==> config.mk <==
export PLATFORM = sky130hd
export DESIGN_NAME = seg7_scan_reader
export DESIGN_NICKNAME = d
export VERILOG_FILES = /design/src/rtl/seg7_scan_reader_pkg.sv /design/src/rtl/seg7_scan_reader_to_bcd.sv /design/src/rtl/seg7_scan_reader.sv
export SDC_FILE = /design/constraint.sdc
export NUM_CORES = 1
export LEC_CHECK = 0
export BUFFER_PORTS_ARGS = -buffer_cell sky130_fd_sc_hd__buf_2
export CAP_MARGIN = 20
export CORE_ASPECT_RATIO = 0.6
export CORE_MARGIN = 4
export CORE_UTILIZATION = 52
export DETAILED_ROUTE_END_ITERATION = 10
export PLACE_DENSITY = 0.75
export SLEW_MARGIN = 20
export SYNTH_ARGS = -nofsm -noshare
export SYNTH_HDL_FRONTEND = slang
export SYNTH_SLANG_ARGS = --single-unit
==> constraint.sdc <==
create_clock -name i_clk -period 2.3 [get_ports i_clk]
set_input_delay 0.23 -clock i_clk [delete_from_list [all_inputs] [get_ports i_clk]]
set_output_delay 0.23 -clock i_clk [all_outputs]
set_load 0.01 [all_outputs]
==> src/rtl/seg7_scan_reader_pkg.sv <==
// Shared constants for the 7-segment scan reader: segment patterns for the
// digits 0-9 and blank, the blank BCD code, the decimal-point mask and FSM
// state encodings. The forward BCD-to-segment path uses the same patterns.
package seg7_scan_reader_pkg;

    // Segment patterns, bit order {g,f,e,d,c,b,a}, active-high
    localparam logic [6:0] SEG_0     = 7'h3F;
    localparam logic [6:0] SEG_1     = 7'h06;
    localparam logic [6:0] SEG_2     = 7'h5B;
    localparam logic [6:0] SEG_3     = 7'h4F;
    localparam logic [6:0] SEG_4     = 7'h66;
    localparam logic [6:0] SEG_5     = 7'h6D;
    localparam logic [6:0] SEG_6     = 7'h7D;
    localparam logic [6:0] SEG_7     = 7'h07;
    localparam logic [6:0] SEG_8     = 7'h7F;
    localparam logic [6:0] SEG_9     = 7'h6F;
    localparam logic [6:0] SEG_BLANK = 7'h00;

    // BCD code reported for a blanked (all segments off) digit
    localparam logic [3:0] BCD_BLANK = 4'hF;

    // Position of the decimal point on the 8-bit segment bus
    localparam logic [7:0] SEG_DP_MASK = 8'h80;

    // Frame assembly FSM states
    localparam logic [1:0] ST_HUNT = 2'd0;
    localparam logic [1:0] ST_SCAN = 2'd1;
    localparam logic [1:0] ST_DONE = 2'd2;

endpackage

==> src/rtl/seg7_scan_reader_to_bcd.sv <==
// Combinational inverse of the BCD-to-segment decoder. Recognised digit
// patterns map to 0-9, an all-off pattern maps to the blank code, and any
// other pattern is flagged as illegal.
module seg7_scan_reader_to_bcd
    import seg7_scan_reader_pkg::*;
(
    input  logic [6:0] pattern,
    output logic [3:0] bcd,
    output logic       illegal
);

    // Pattern lookup; anything not in the table is illegal
    always_comb begin
        bcd     = 4'h0;
        illegal = 1'b0;
        case (pattern)
            SEG_0:     bcd = 4'd0;
            SEG_1:     bcd = 4'd1;
            SEG_2:     bcd = 4'd2;
            SEG_3:     bcd = 4'd3;
            SEG_4:     bcd = 4'd4;
            SEG_5:     bcd = 4'd5;
            SEG_6:     bcd = 4'd6;
            SEG_7:     bcd = 4'd7;
            SEG_8:     bcd = 4'd8;
            SEG_9:     bcd = 4'd9;
            SEG_BLANK: bcd = BCD_BLANK;
            default:   illegal = 1'b1;
        endcase
    end

endmodule

==> src/rtl/seg7_scan_reader.sv <==
// Multiplexed 7-segment bus reader. Registers the segment and digit-select
// lines, waits for STABLE_CYCLES identical samples, decodes each stable digit
// once and assembles complete frames in scan order. A frame is published only
// when every digit arrived in order with a legal pattern.
// Build option: define SEG7_SCAN_READER_DP_EN to capture the decimal points;
// otherwise the dp line is ignored and o_dp stays 0.
module seg7_scan_reader
    import seg7_scan_reader_pkg::*;
#(
    parameter int NUM_DIGITS    = 6,
    parameter int STABLE_CYCLES = 4
) (
    input  logic                    i_clk,
    input  logic                    i_rst_n,
    input  logic [7:0]              i_seg,
    input  logic [NUM_DIGITS-1:0]   i_dig_sel,
    output logic [4*NUM_DIGITS-1:0] o_bcd,
    output logic [NUM_DIGITS-1:0]   o_dp,
    output logic                    o_frame_valid,
    output logic                    o_seq_err
);

    localparam int CNT_W = $clog2(STABLE_CYCLES);
    localparam int IDX_W = $clog2(NUM_DIGITS);
    localparam logic [CNT_W-1:0] CNT_MAX  = CNT_W'(STABLE_CYCLES - 1);
    localparam logic [IDX_W-1:0] IDX_LAST = IDX_W'(NUM_DIGITS - 1);

    logic [7:0]                   seg_in;
    logic [7:0]                   seg_q;
    logic [NUM_DIGITS-1:0]        sel_q;
    logic [CNT_W-1:0]             cnt;
    logic                         captured;
    logic                         sel_one_hot;
    logic                         capture;
    logic [IDX_W-1:0]             cap_idx;
    logic [3:0]                   dec_bcd;
    logic                         dec_ill;
    logic [1:0]                   state;
    logic [IDX_W-1:0]             idx;
    logic [NUM_DIGITS-1:0][3:0]   bcd_sh;
    logic [NUM_DIGITS-1:0]        dp_sh;
    logic [NUM_DIGITS-1:0]        ill_sh;

    // With dp disabled the dp line is masked off before the input register so
    // it can neither disturb stability nor reach the shadow registers.
`ifdef SEG7_SCAN_READER_DP_EN
    assign seg_in = i_seg;
`else
    assign seg_in = i_seg & ~SEG_DP_MASK;
`endif

    assign sel_one_hot = (sel_q != '0) && ((sel_q & (sel_q - NUM_DIGITS'(1))) == '0);
    assign capture     = (cnt == CNT_MAX) && sel_one_hot && !captured;

    // Binary index of the (one-hot) selected digit
    always_comb begin
        cap_idx = '0;
        for (int k = 0; k < NUM_DIGITS; k++) begin
            if (sel_q[k]) begin
                cap_idx = IDX_W'(k);
            end
        end
    end

    seg7_scan_reader_to_bcd u_to_bcd (
        .pattern (seg_q[6:0]),
        .bcd     (dec_bcd),
        .illegal (dec_ill)
    );

    // Input register, stability counter and one-capture-per-stable-period flag
    always_ff @(posedge i_clk) begin
        if (!i_rst_n) begin
            seg_q    <= '0;
            sel_q    <= '0;
            cnt      <= '0;
            captured <= 1'b0;
        end else begin
            seg_q <= seg_in;
            sel_q <= i_dig_sel;
            if ({seg_in, i_dig_sel} != {seg_q, sel_q}) begin
                cnt      <= '0;
                captured <= 1'b0;
            end else begin
                if (cnt != CNT_MAX) begin
                    cnt <= cnt + CNT_W'(1);
                end
                if (capture) begin
                    captured <= 1'b1;
                end
            end
        end
    end

    // Frame assembly FSM with shadow registers and published outputs
    always_ff @(posedge i_clk) begin
        if (!i_rst_n) begin
            state         <= ST_HUNT;
            idx           <= '0;
            bcd_sh        <= '0;
            dp_sh         <= '0;
            ill_sh        <= '0;
            o_bcd         <= '0;
            o_dp          <= '0;
            o_frame_valid <= 1'b0;
            o_seq_err     <= 1'b0;
        end else begin
            o_frame_valid <= 1'b0;
            o_seq_err     <= 1'b0;
            case (state)
                ST_HUNT: begin
                    if (capture && cap_idx == '0) begin
                        bcd_sh[0] <= dec_bcd;
                        dp_sh[0]  <= seg_q[7];
                        ill_sh    <= NUM_DIGITS'(dec_ill);
                        idx       <= IDX_W'(1);
                        state     <= ST_SCAN;
                    end
                end
                ST_SCAN: begin
                    if (capture) begin
                        if (cap_idx == idx) begin
                            bcd_sh[cap_idx] <= dec_bcd;
                            dp_sh[cap_idx]  <= seg_q[7];
                            ill_sh[cap_idx] <= dec_ill;
                            if (idx == IDX_LAST) begin
                                state <= ST_DONE;
                            end else begin
                                idx <= idx + IDX_W'(1);
                            end
                        end else if (cap_idx == '0) begin
                            bcd_sh[0] <= dec_bcd;
                            dp_sh[0]  <= seg_q[7];
                            ill_sh    <= NUM_DIGITS'(dec_ill);
                            idx       <= IDX_W'(1);
                            o_seq_err <= 1'b1;
                        end else if (cap_idx == idx - IDX_W'(1)) begin
                            bcd_sh[cap_idx] <= dec_bcd;
                            dp_sh[cap_idx]  <= seg_q[7];
                            ill_sh[cap_idx] <= dec_ill;
                        end else begin
                            o_seq_err <= 1'b1;
                            state     <= ST_HUNT;
                        end
                    end
                end
                ST_DONE: begin
                    if (ill_sh != '0) begin
                        o_seq_err <= 1'b1;
                    end else begin
                        o_bcd         <= bcd_sh;
                        o_dp          <= dp_sh;
                        o_frame_valid <= 1'b1;
                    end
                    state <= ST_HUNT;
                end
                default: begin
                    state <= ST_HUNT;
                end
            endcase
        end
    end

endmodule

# Yosys cells after proc, flatten, opt, wreduce, memory -nomap -nowiden
# Index checks and enable logic that the tools add are counted.
# Widths: inputs -> output; s select.
[word_totals]
regBits = 90
input_bits = 16
out_inout_bits = 32
[classes]
n_addsub = 4
n_lt_le_gt_ge = 2
eq_ne = 27
mux = 54
n_bitwise = 3
n_reduce_logical = 22
[ops]
columns = ["cell", "n"]
rows = [
  ["$eq 7x7->1 const B", 7],
  ["$mux 24", 2],
  ["$mux 6", 7],
  ["$pmux 4 s10", 1],
  ["$bwmux 24", 1],
  ["$mux 3", 8],
  ["$mux 20", 1],
  ["$mux 4", 4],
  ["$ne 3x3->1 const B", 5],
  ["$eq 7x3->1 const B", 2],
  ["$mux 2", 7],
  ["$ne 13x14->1", 1],
  ["$bwmux 6", 2],
  ["$demux 4 s3", 1],
  ["$mux 1", 12],
  ["$pmux 6 s2", 1],
  ["$reduce_bool 6->1", 2],
  ["$reduce_or 11->1", 1],
  ["$reduce_and 5->1", 2],
  ["$pmux 4 s2", 1],
  ["$reduce_and 4->1", 2],
  ["$eq 7x6->1 const B", 1],
  ["$logic_not 7->1", 1],
  ["$and 6x6->6", 1],
  ["27 further kinds", 39],
]

# Depth between registers and ports, before layout
# Gate-level depths: netlist (run 1).
[logic_depth]
word_depth = 15
mapped_depth = 9
ltp_nobuf = 8

# Hierarchy
# A second synthesis (run 1) with hierarchy kept.
[hier_totals]
hier_cells = 458
hier_area_um2 = 4078.9
[modules_own_cells]
columns = ["module", "n_inst", "cells_per_inst", "area_per_inst_um2", "seq_area_each_um2"]
rows = [
  ["seg7_scan_reader", 1, 418, 3834.9, 1781.7],
  ["seg7_scan_reader_to_bcd", 1, 40, 244.0, 0.0],
]

# Least setup slack after synthesis (run 1)
# OpenSTA, ideal clock, no wires.
[synth_timing]
path_type = "reg2reg"
startpoint = "reg sel_q[1]"
endpoint = "reg ill_sh[4]"
setup_time_ns = 0.122
arrival_time_ns = 2.201
required_time_ns = 2.178
slack_ns = -0.023
stages_incl_launch_ff = 9
path_buffers = 2
synth_period_minus_slack_ns = 2.323
cell_sequence = "dfxtp_1 > buf_6 > nor4_1 > mux2_2 > a21o_1 > or2_0 > buf_2 > and4_1 > a311o_1"
[synth_between]
elab_chain_cells = 15
word_cells_on_any_way = 31
[synth_rtl]
columns = ["item", "line_no", "text"]
rows = [
  ["start: declaration", "seg7_scan_reader.sv:30", "logic [NUM_DIGITS-1:0] sel_q;"],
  ["start signal: assignment", "seg7_scan_reader.sv:80", "sel_q <= i_dig_sel;"],
  ["$mux 1", "seg7_scan_reader.sv:59", "if (sel_q[k]) begin"],
  ["$mux 2", "seg7_scan_reader.sv:59", ""],
  ["$mux 3 (3 in series)", "seg7_scan_reader.sv:59", ""],
  ["$lt 3x4->1 (implied by the code) or $ge 3x1->1 (tied branches)", "seg7_scan_reader.sv:125, seg7_scan_reader.sv:140", ""],
  ["$logic_and 1x1->1 (implied by the code)", "seg7_scan_reader.sv:125, seg7_scan_reader.sv:140", ""],
  ["$mux 1 (implied by the code)", "seg7_scan_reader.sv:125, seg7_scan_reader.sv:140", ""],
  ["$demux 1 s3", "seg7_scan_reader.sv:125, seg7_scan_reader.sv:140", ""],
  ["$bwmux 6", "seg7_scan_reader.sv:125, seg7_scan_reader.sv:140", ""],
  ["$mux 6", "seg7_scan_reader.sv:137", "end else if (cap_idx == idx - IDX_W'(1)) begin"],
  ["$mux 6", "seg7_scan_reader.sv:131", "end else if (cap_idx == '0) begin"],
  ["$mux 6", "seg7_scan_reader.sv:122", "if (cap_idx == idx) begin"],
  ["$mux 6", "seg7_scan_reader.sv:121", "if (capture) begin"],
  ["$pmux 6 s2", "seg7_scan_reader.sv:110", "case (state)"],
  ["end signal: assignment", "seg7_scan_reader.sv:115", "ill_sh <= NUM_DIGITS'(dec_ill);"],
  ["end signal: indexed assignment", "seg7_scan_reader.sv:125", "ill_sh[cap_idx] <= dec_ill;"],
  ["end signal: assignment", "seg7_scan_reader.sv:134", "ill_sh <= NUM_DIGITS'(dec_ill);"],
  ["end: declaration", "seg7_scan_reader.sv:42", "logic [NUM_DIGITS-1:0] ill_sh;"],
]
# Parallel ways exist; a longest one is shown, timed or not. The select of a mux whose other input is x is not followed.
# A chain may end at the register's enable or synchronous reset.

# Worst setup path after layout (run 1)
[layout_timing]
startpoint = "reg sel_q[3]"
endpoint = "reg ill_sh[5]"
[layout_between]
elab_chain_cells = 13
word_cells_on_any_way = 29
[layout_rtl]
columns = ["item", "line_no"]
rows = [
  ["$mux 3 (3 in series)", "seg7_scan_reader.sv:59"],
  ["$lt 3x4->1 (implied by the code) or $ge 3x1->1 (tied branches)", "seg7_scan_reader.sv:125, seg7_scan_reader.sv:140"],
  ["$logic_and 1x1->1 (implied by the code)", "seg7_scan_reader.sv:125, seg7_scan_reader.sv:140"],
  ["$mux 1 (implied by the code)", "seg7_scan_reader.sv:125, seg7_scan_reader.sv:140"],
  ["$demux 1 s3", "seg7_scan_reader.sv:125, seg7_scan_reader.sv:140"],
  ["$bwmux 6", "seg7_scan_reader.sv:125, seg7_scan_reader.sv:140"],
  ["$mux 6", "seg7_scan_reader.sv:137"],
  ["$mux 6", "seg7_scan_reader.sv:131"],
  ["$mux 6", "seg7_scan_reader.sv:122"],
  ["$mux 6", "seg7_scan_reader.sv:121"],
  ["$pmux 6 s2", "seg7_scan_reader.sv:110"],
]
# Parallel ways exist; a longest one is shown, timed or not. The select of a mux whose other input is x is not followed.

==> run summary, run 1 <==
Pleak: 2.014 nW
startpoint types: register
share of cells above drive strength 1: 25.79%
FF-to-FF Start: sel_q[3]$_SDFF_PN0_
Synth async-reset ratio: 0%
Avg WL per Cell: 15.73 µm
Data arrival, critical path: 2.54 ns
CP max FO: 6
CTS H-tree depth: 3
grt total ovfl: 0
CTS Hold Bufs: 0
Mean Syn Cell Area: 8.846 µm²
period utilization: 100.6%
Worst Path Required: 2.53 ns
# nets final: 553
hold_sp: i_dig_sel[5]
Synth Flop Type: dfxtp_1
unrepaired setup endpoints after global routing: yes
PD cells: 621.7 nW/µm²
Seq/Total Area, Yosys: 44.07%
sequential cell area: 1789 µm²
Die X: 121.8 µm
Post-Place Setup Slack: -0.1513 ns
setup ws final: -0.01339 ns
vias in the first global route: 3,290
Util after Layout: 67.86%
Syn. warnings: 0
# IOs: 48
drt via density: 5.609
Hold Path Class: input pin to register
Worst Setup SP: sel_q[3]$_SDFF_PN0_
clock period minus worst slack: 2.313 ns
Area contributors post-synth: dfxtp_1, nand2_1, a21boi_0
clock slew at reported path FFs: 0.06 ns
clk buf depth: 2
Initial DRC Count: 325
core area: 7417 µm²
total track usage: 22.52%
first-pass iteration count of the detailed router: 5
syn nets: 480
initial antenna violation count: 0
Rows: 24
largest net degree at the start of global routing: 39
# DRC: 0
CTS Buf Count: 9
full die area: 9295 µm²
CTS sink count: 89
Worst Path Class, Setup: register to register
Final ANT Viol Nets: 0
Initial Util: 54.50%
violated checks: negative setup slack
cells on worst reg2reg path: 6
TritonCTS clock tree: built
area of the multi-input gates: 2202 µm²
clock skew: 0.004887 ns
max-cap viol count: 0
clock latency on the worst-skew pair: 0.34 ns
Cells after Synth: 457
Max transition margin: 59.51%
fin. max-slew vios: 0
Yosys cell types: 58
worst-case vdd ir drop: 0.0005497 V
CP Capture Type: register
endpoints failing setup: 1
P&R area growth vs syn: 24.51%
final hold vios: 0
cell area after synthesis: 4043 µm²
Min-Delay Path Depth: 2
post-synth top area cell: dfxtp_1
vias: 3,584
ant diodes: 0
I/O Buffers: 46
number of synthesized flops with an enable pin: 0
final wirelength: 10.05 mm
first-pass GRT wire length: 16.66 mm
# fillers: 583
Post-DP HPWL: 7.136 mm
worst slew pin tran: 0.6074 ns
die height: 76.30 µm
Placer Congestion: 0.8977
critical path, cell by cell: nor2b_1, or4_4, a22oi_4, o211ai_1, and4_1, a311o_1
Synth top area share: 44.07%
slowest stage delay, CP: 0.55 ns
FF+latch count, synth: 89
f_max: 432.3 MHz
status: complete, but fails checks
slowest CP cell: or4_4
clock root buffer: clkbuf_16
## kinds of logic (layout without fill, tap and decap cells)
logic type | Yosys count | count (layout) | synth area share, %
and+or+nand+nor | 195 | 195 | 24.14
DFF | 89 | 89 | 44.07
AOI/OAI and AO/OA | 86 | 86 | 16.37
buffers and inverters | 43 | 121 | 4.580
muxes | 20 | 20 | 4.983
xor gates and xnor gates | 17 | 17 | 3.683
adders and majority gates | 7 | 7 | 2.166
## synthesized netlist by cell type, types with 8 or more instances
master / n
a21boi_0: 30
and2_1: 15
clkbuf_1: 23
dfxtp_1: 89
inv_1: 10
mux2i_1: 19
nand2_1: 87
nand3_1: 15
nand4_1: 9
nor2_1: 18
nor2b_1: 9
nor3_1: 8
o21ai_0: 17
xnor2_1: 11
## worst max-delay path, delay by kind of cell, from the launching register on
family	cells	cell delay (ns)
flops	1	0.37
compound gates	3	0.87
simple gates	3	0.96
## cell type report
cell class / count / area share (%)
well taps: 104 / 2.585
flip-flops and latches: 89 / 35.55
multi-input cells: 325 / 43.75
clock inverters: 3 / 0.3480
clock buffers: 13 / 4.773
inverters: 10 / 0.7457
repair buffers: 95 / 12.25
## stage by stage
stage	hold slack, ns	cells	area [µm²]	TNS [ns]	total power [mW]
floorplan	0.3573	457	4049	0	1.740
global placement	0.4469	616	4579	-0.1212	1.815
detailed placement	0.4479	616	4579	-0.2560	1.823
CTS	0.1066	632	4857	-0.02237	3.123
global route	0.1109	639	5034	-0.4688	3.255
finish	0.1164	639	5034	-0.01339	3.129
## layer usage
layer | track usage, % | share of wire (%)
met1 | 32.44 | 47
met2 | 32.54 | 43
met3 | 7.196 | 8.7
met4 | 5.705 | 1.5
met5 | 0 | 0
## final timing paths
| kind | to | slack (ns) |
|---|---|---|
| worst max-delay path | ill_sh[5]$_SDFFE_PN0P_ | -0.01 |
| worst min-delay path | sel_q[5]$_SDFF_PN0_ | 0.12 |
| worst max register to register | ill_sh[5]$_SDFFE_PN0P_ | -0.01 |
| worst min register to register | o_bcd[13]$_SDFFE_PN0P_ | 0.46 |
## cells in the final DEF, fill, tap and decap left out, drive strengths merged, types with 13 or more instances in the layout
master	n
nor2	18
o21ai	17
and2	15
a21boi	30
nand3	15
clkbuf	13
mux2i	19
dfxtp	89
nand2	87
buf	95
## registers in the layout, indices dropped and copies added (netlist names), 2 cells and up
register	flops
bcd_sh	24
cnt	2
dp_sh	6
idx	3
ill_sh	6
o_bcd	24
o_dp	6
seg_q	7
sel_q	6
state	2
## report_power, final
| part | switching (mW) | internal [mW] |
|---|---|---|
| logic | 0.137 | 0.117 |
| registers | 0.0224 | 1.55 |
| clock network | 0.570 | 0.729 |
| total | 0.730 | 2.40 |
## timing repair
action,4_1_cts,5_1_grt
endpoints found under the hold margin,0,0
pin swaps,1,14
gates resized for setup,4,27
setup endpoints to repair,5,40
buffers inserted,0,7
Note: power is estimated with default switching activity, not from simulation.
==> run 2: changes to the inputs <==
Settings changed: CORE_UTILIZATION 52 to 28, PLACE_DENSITY 0.75 to default.
==> run 2 against run 1 <==
Net effect:
- the flow still finishes with violations (negative setup slack)
- critical path depth grew 1
- largest cell class unchanged
- routed wire length up 2.9%
- core utilization is 31 points lower
- critical path type unchanged
- flip-flop and latch count unchanged
==> run summary, run 2 (synthesis results as in run 1) <==
status: complete, but fails checks
violated checks: negative setup slack
sequential share of power: 47.6% (-2.8 points)
cells on worst reg2reg path: 7 (+1)
unrepaired setup endpoints after global routing: yes
P&R area growth vs syn: 25.29%
clock share of power: 45.4% (+3.9 points)
final hold vios: 0 (unchanged)
placed insts: 702 (+14%)
hold slack: 0.1275 ns (+0.01107 ns)
largest net degree at the start of global routing: 36 (-7.7%)
Non-Filler Instances: 720 (+13%)
full die area: 16,490 µm² (+77%)
most frequent cells in the layout: nand2_1, dfxtp_1, buf_2
top flop regs: bcd_sh x24, o_bcd x24, seg_q x7
fin. max-slew vios: 0 (unchanged)
initial antenna violation count: 0 (unchanged)
die height: 101.1 µm (+32%)
Final ANT Viol Nets: 0 (unchanged)
period utilization: 100.7% (+0.16 points)
vias in the first global route: 3,294 (+0.12%)
TritonCTS clock tree: built
design internal power: 2.560 mW (+6.7%)
endpoints failing setup: 1 (unchanged)
hold_sp: i_dig_sel[1]
share of cells above drive strength 1: 25.19% (-0.60 points)
vias: 3,424 (-4.5%)
CP Capture Type: register
Die X: 163.1 µm (+34%)
Post-Place Setup Slack: -0.1113 ns (+0.04000 ns)
CTS sink count: 89 (unchanged)
clock root buffer: clkbuf_16
commonest non-fill, non-tap cell in the layout: nand2_1
Pleak: 1.999 nW (-0.73%)
Worst Path Required: 2.52 ns (about the same)
final wirelength: 10.34 mm (+2.9%)
Placer Congestion: 0.8011 (-11%)
startpoint types: register
total track usage: 12.93% (-9.6 points)
max-cap viol count: 0 (unchanged)
crit path to: ill_sh[4]$_SDFFE_PN0P_
setup slack, reg-to-reg: -0.02 ns (about the same)
Psw: 0.7450 mW (+2.1%)
# nets final: 546 (-1.3%)
grt total ovfl: 0 (unchanged)
Worst Path Class, Setup: register to register
Post-DP HPWL: 7.650 mm (+7.2%)
drt via density: 4.756 (-15%)
CP max FO: 3 (-3)
FF-to-FF Start: sel_q[0]$_SDFF_PN0_
Initial Util: 29.14% (-25 points)
worst-case vdd ir drop: 0.0004867 V (-11%)
Initial DRC Count: 267 (-18%)
CTS Buf Count: 9 (unchanged)
f_max: 431.6 MHz (-0.16%)
clock skew: 0.004784 ns (-0.0001024 ns)
Util after Layout: 36.51% (-31 points)
CTS H-tree depth: 3 (unchanged)
Data arrival, critical path: 2.54 ns (about the same)
Switching Fraction: 22.54% (-0.78 points)
clock period minus worst slack: 2.317 ns (+0.003643 ns)
# DRC: 0 (unchanged)
Avg WL per Cell: 14.36 µm (-8.7%)
core area: 13,870 µm² (+87%)
setup ws final: -0.01703 ns (-0.003643 ns)
final setup TNS: -0.01703 ns (-0.003643 ns)
clk buf depth: 2 (unchanged)
I/O Buffers: 46 (unchanged)
# IOs: 48 (unchanged)
Worst Setup SP: sel_q[0]$_SDFF_PN0_
worst slew pin tran: 0.4915 ns (-0.1159 ns)
first-pass GRT wire length: 17.02 mm (+2.2%)
clock latency on the worst-skew pair: 0.33 ns (about the same)
combinational share of power: 7.0% (-1.1 points)
PD cells: 652.6 nW/µm² (+5.0%)
first-pass iteration count of the detailed router: 5 (unchanged)
clock slew at reported path FFs: 0.06 ns (about the same)
Rows: 33 (+38%)
R2R Path End: ill_sh[4]$_SDFFE_PN0P_
ant diodes: 0 (unchanged)
Hold Path Class: input pin to register
# fillers: 1,427 (+140%)
Max transition margin: 67.23% (+7.7 points)
[run 2: cell count changes in the layout (fill, tap and decap cells not counted), moves of 2 or more]
cell       before  now
buf_4          44   42
buf_6           5    0
clkbuf_1        4    1
clkbuf_8        0    2
o2111ai_1       0    2
o2111ai_2       2    0
[run 2: area by class of cell]
class	instances	area, µm²	area share (%)
multi-input cells	325	2143	42.32
repair buffers	88	545.5	10.77
well taps	192	240.2	4.743
clock inverters	4	51.30	1.013
flip-flops and latches	89	1790	35.35
inverters	10	37.54	0.7411
clock buffers	12	256.5	5.064
[run 2: what timing repair did]
| item | 4_1_cts | 5_1_grt |
|---|---|---|
| setup buffers | 0 | 2 |
| endpoints found under the setup margin | 10 | 18 |
| hold buffers | 0 | 0 |
| gates resized for setup | 6 | 14 |
| cloned | 0 | 0 |
| pin swaps | 1 | 2 |
[run 2: per-layer routing]
metal	vias up	track usage [%]	share of wire, %
li1	1710	-	-
met3	11	3.923	7.0
met2	111	18.54	40
met4	0	3.737	1.3
met1	1592	18.68	52
met5	-	0	0
[run 2: how the worst min path moves through the flow]
stage                                  endpoint  slack [ns]  depth (start not counted)
after global routing        sel_q[1]$_SDFF_PN0_        0.12                          2
after global placement    dp_sh[4]$_SDFFE_PN0P_        0.42                          2
final                       sel_q[1]$_SDFF_PN0_        0.13                          2
after detailed placement  dp_sh[4]$_SDFFE_PN0P_        0.43                          2
after CTS                   sel_q[1]$_SDFF_PN0_        0.12                          2
after floorplan             seg_q[0]$_SDFF_PN0_        0.36                          1
[run 2: through the flow]
step	total power, mW	instance area, µm²
after global routing	3.428	5065
final	3.305	5065
after detailed placement	1.821	4674
after CTS	3.328	4992
after floorplan	1.740	4049
after global placement	1.813	4674
[run 2: critical path, cell delays in order (launching register included)]
cell	delay, ns
dfxtp_1	0.34
nor4_4	0.34
mux2_4	0.35
a21o_1	0.20
buf_4	0.15
or2_1	0.27
and4_1	0.22
a311o_1	0.32
[run 2: power groups by stage]
stage	registers, mW	logic, mW	clock network [mW]
final	1.57	0.230	1.50
after global routing	1.58	0.251	1.60
after CTS	1.57	0.218	1.54
after detailed placement	1.61	0.215	0
after global placement	1.61	0.208	0
after floorplan	1.59	0.146	0
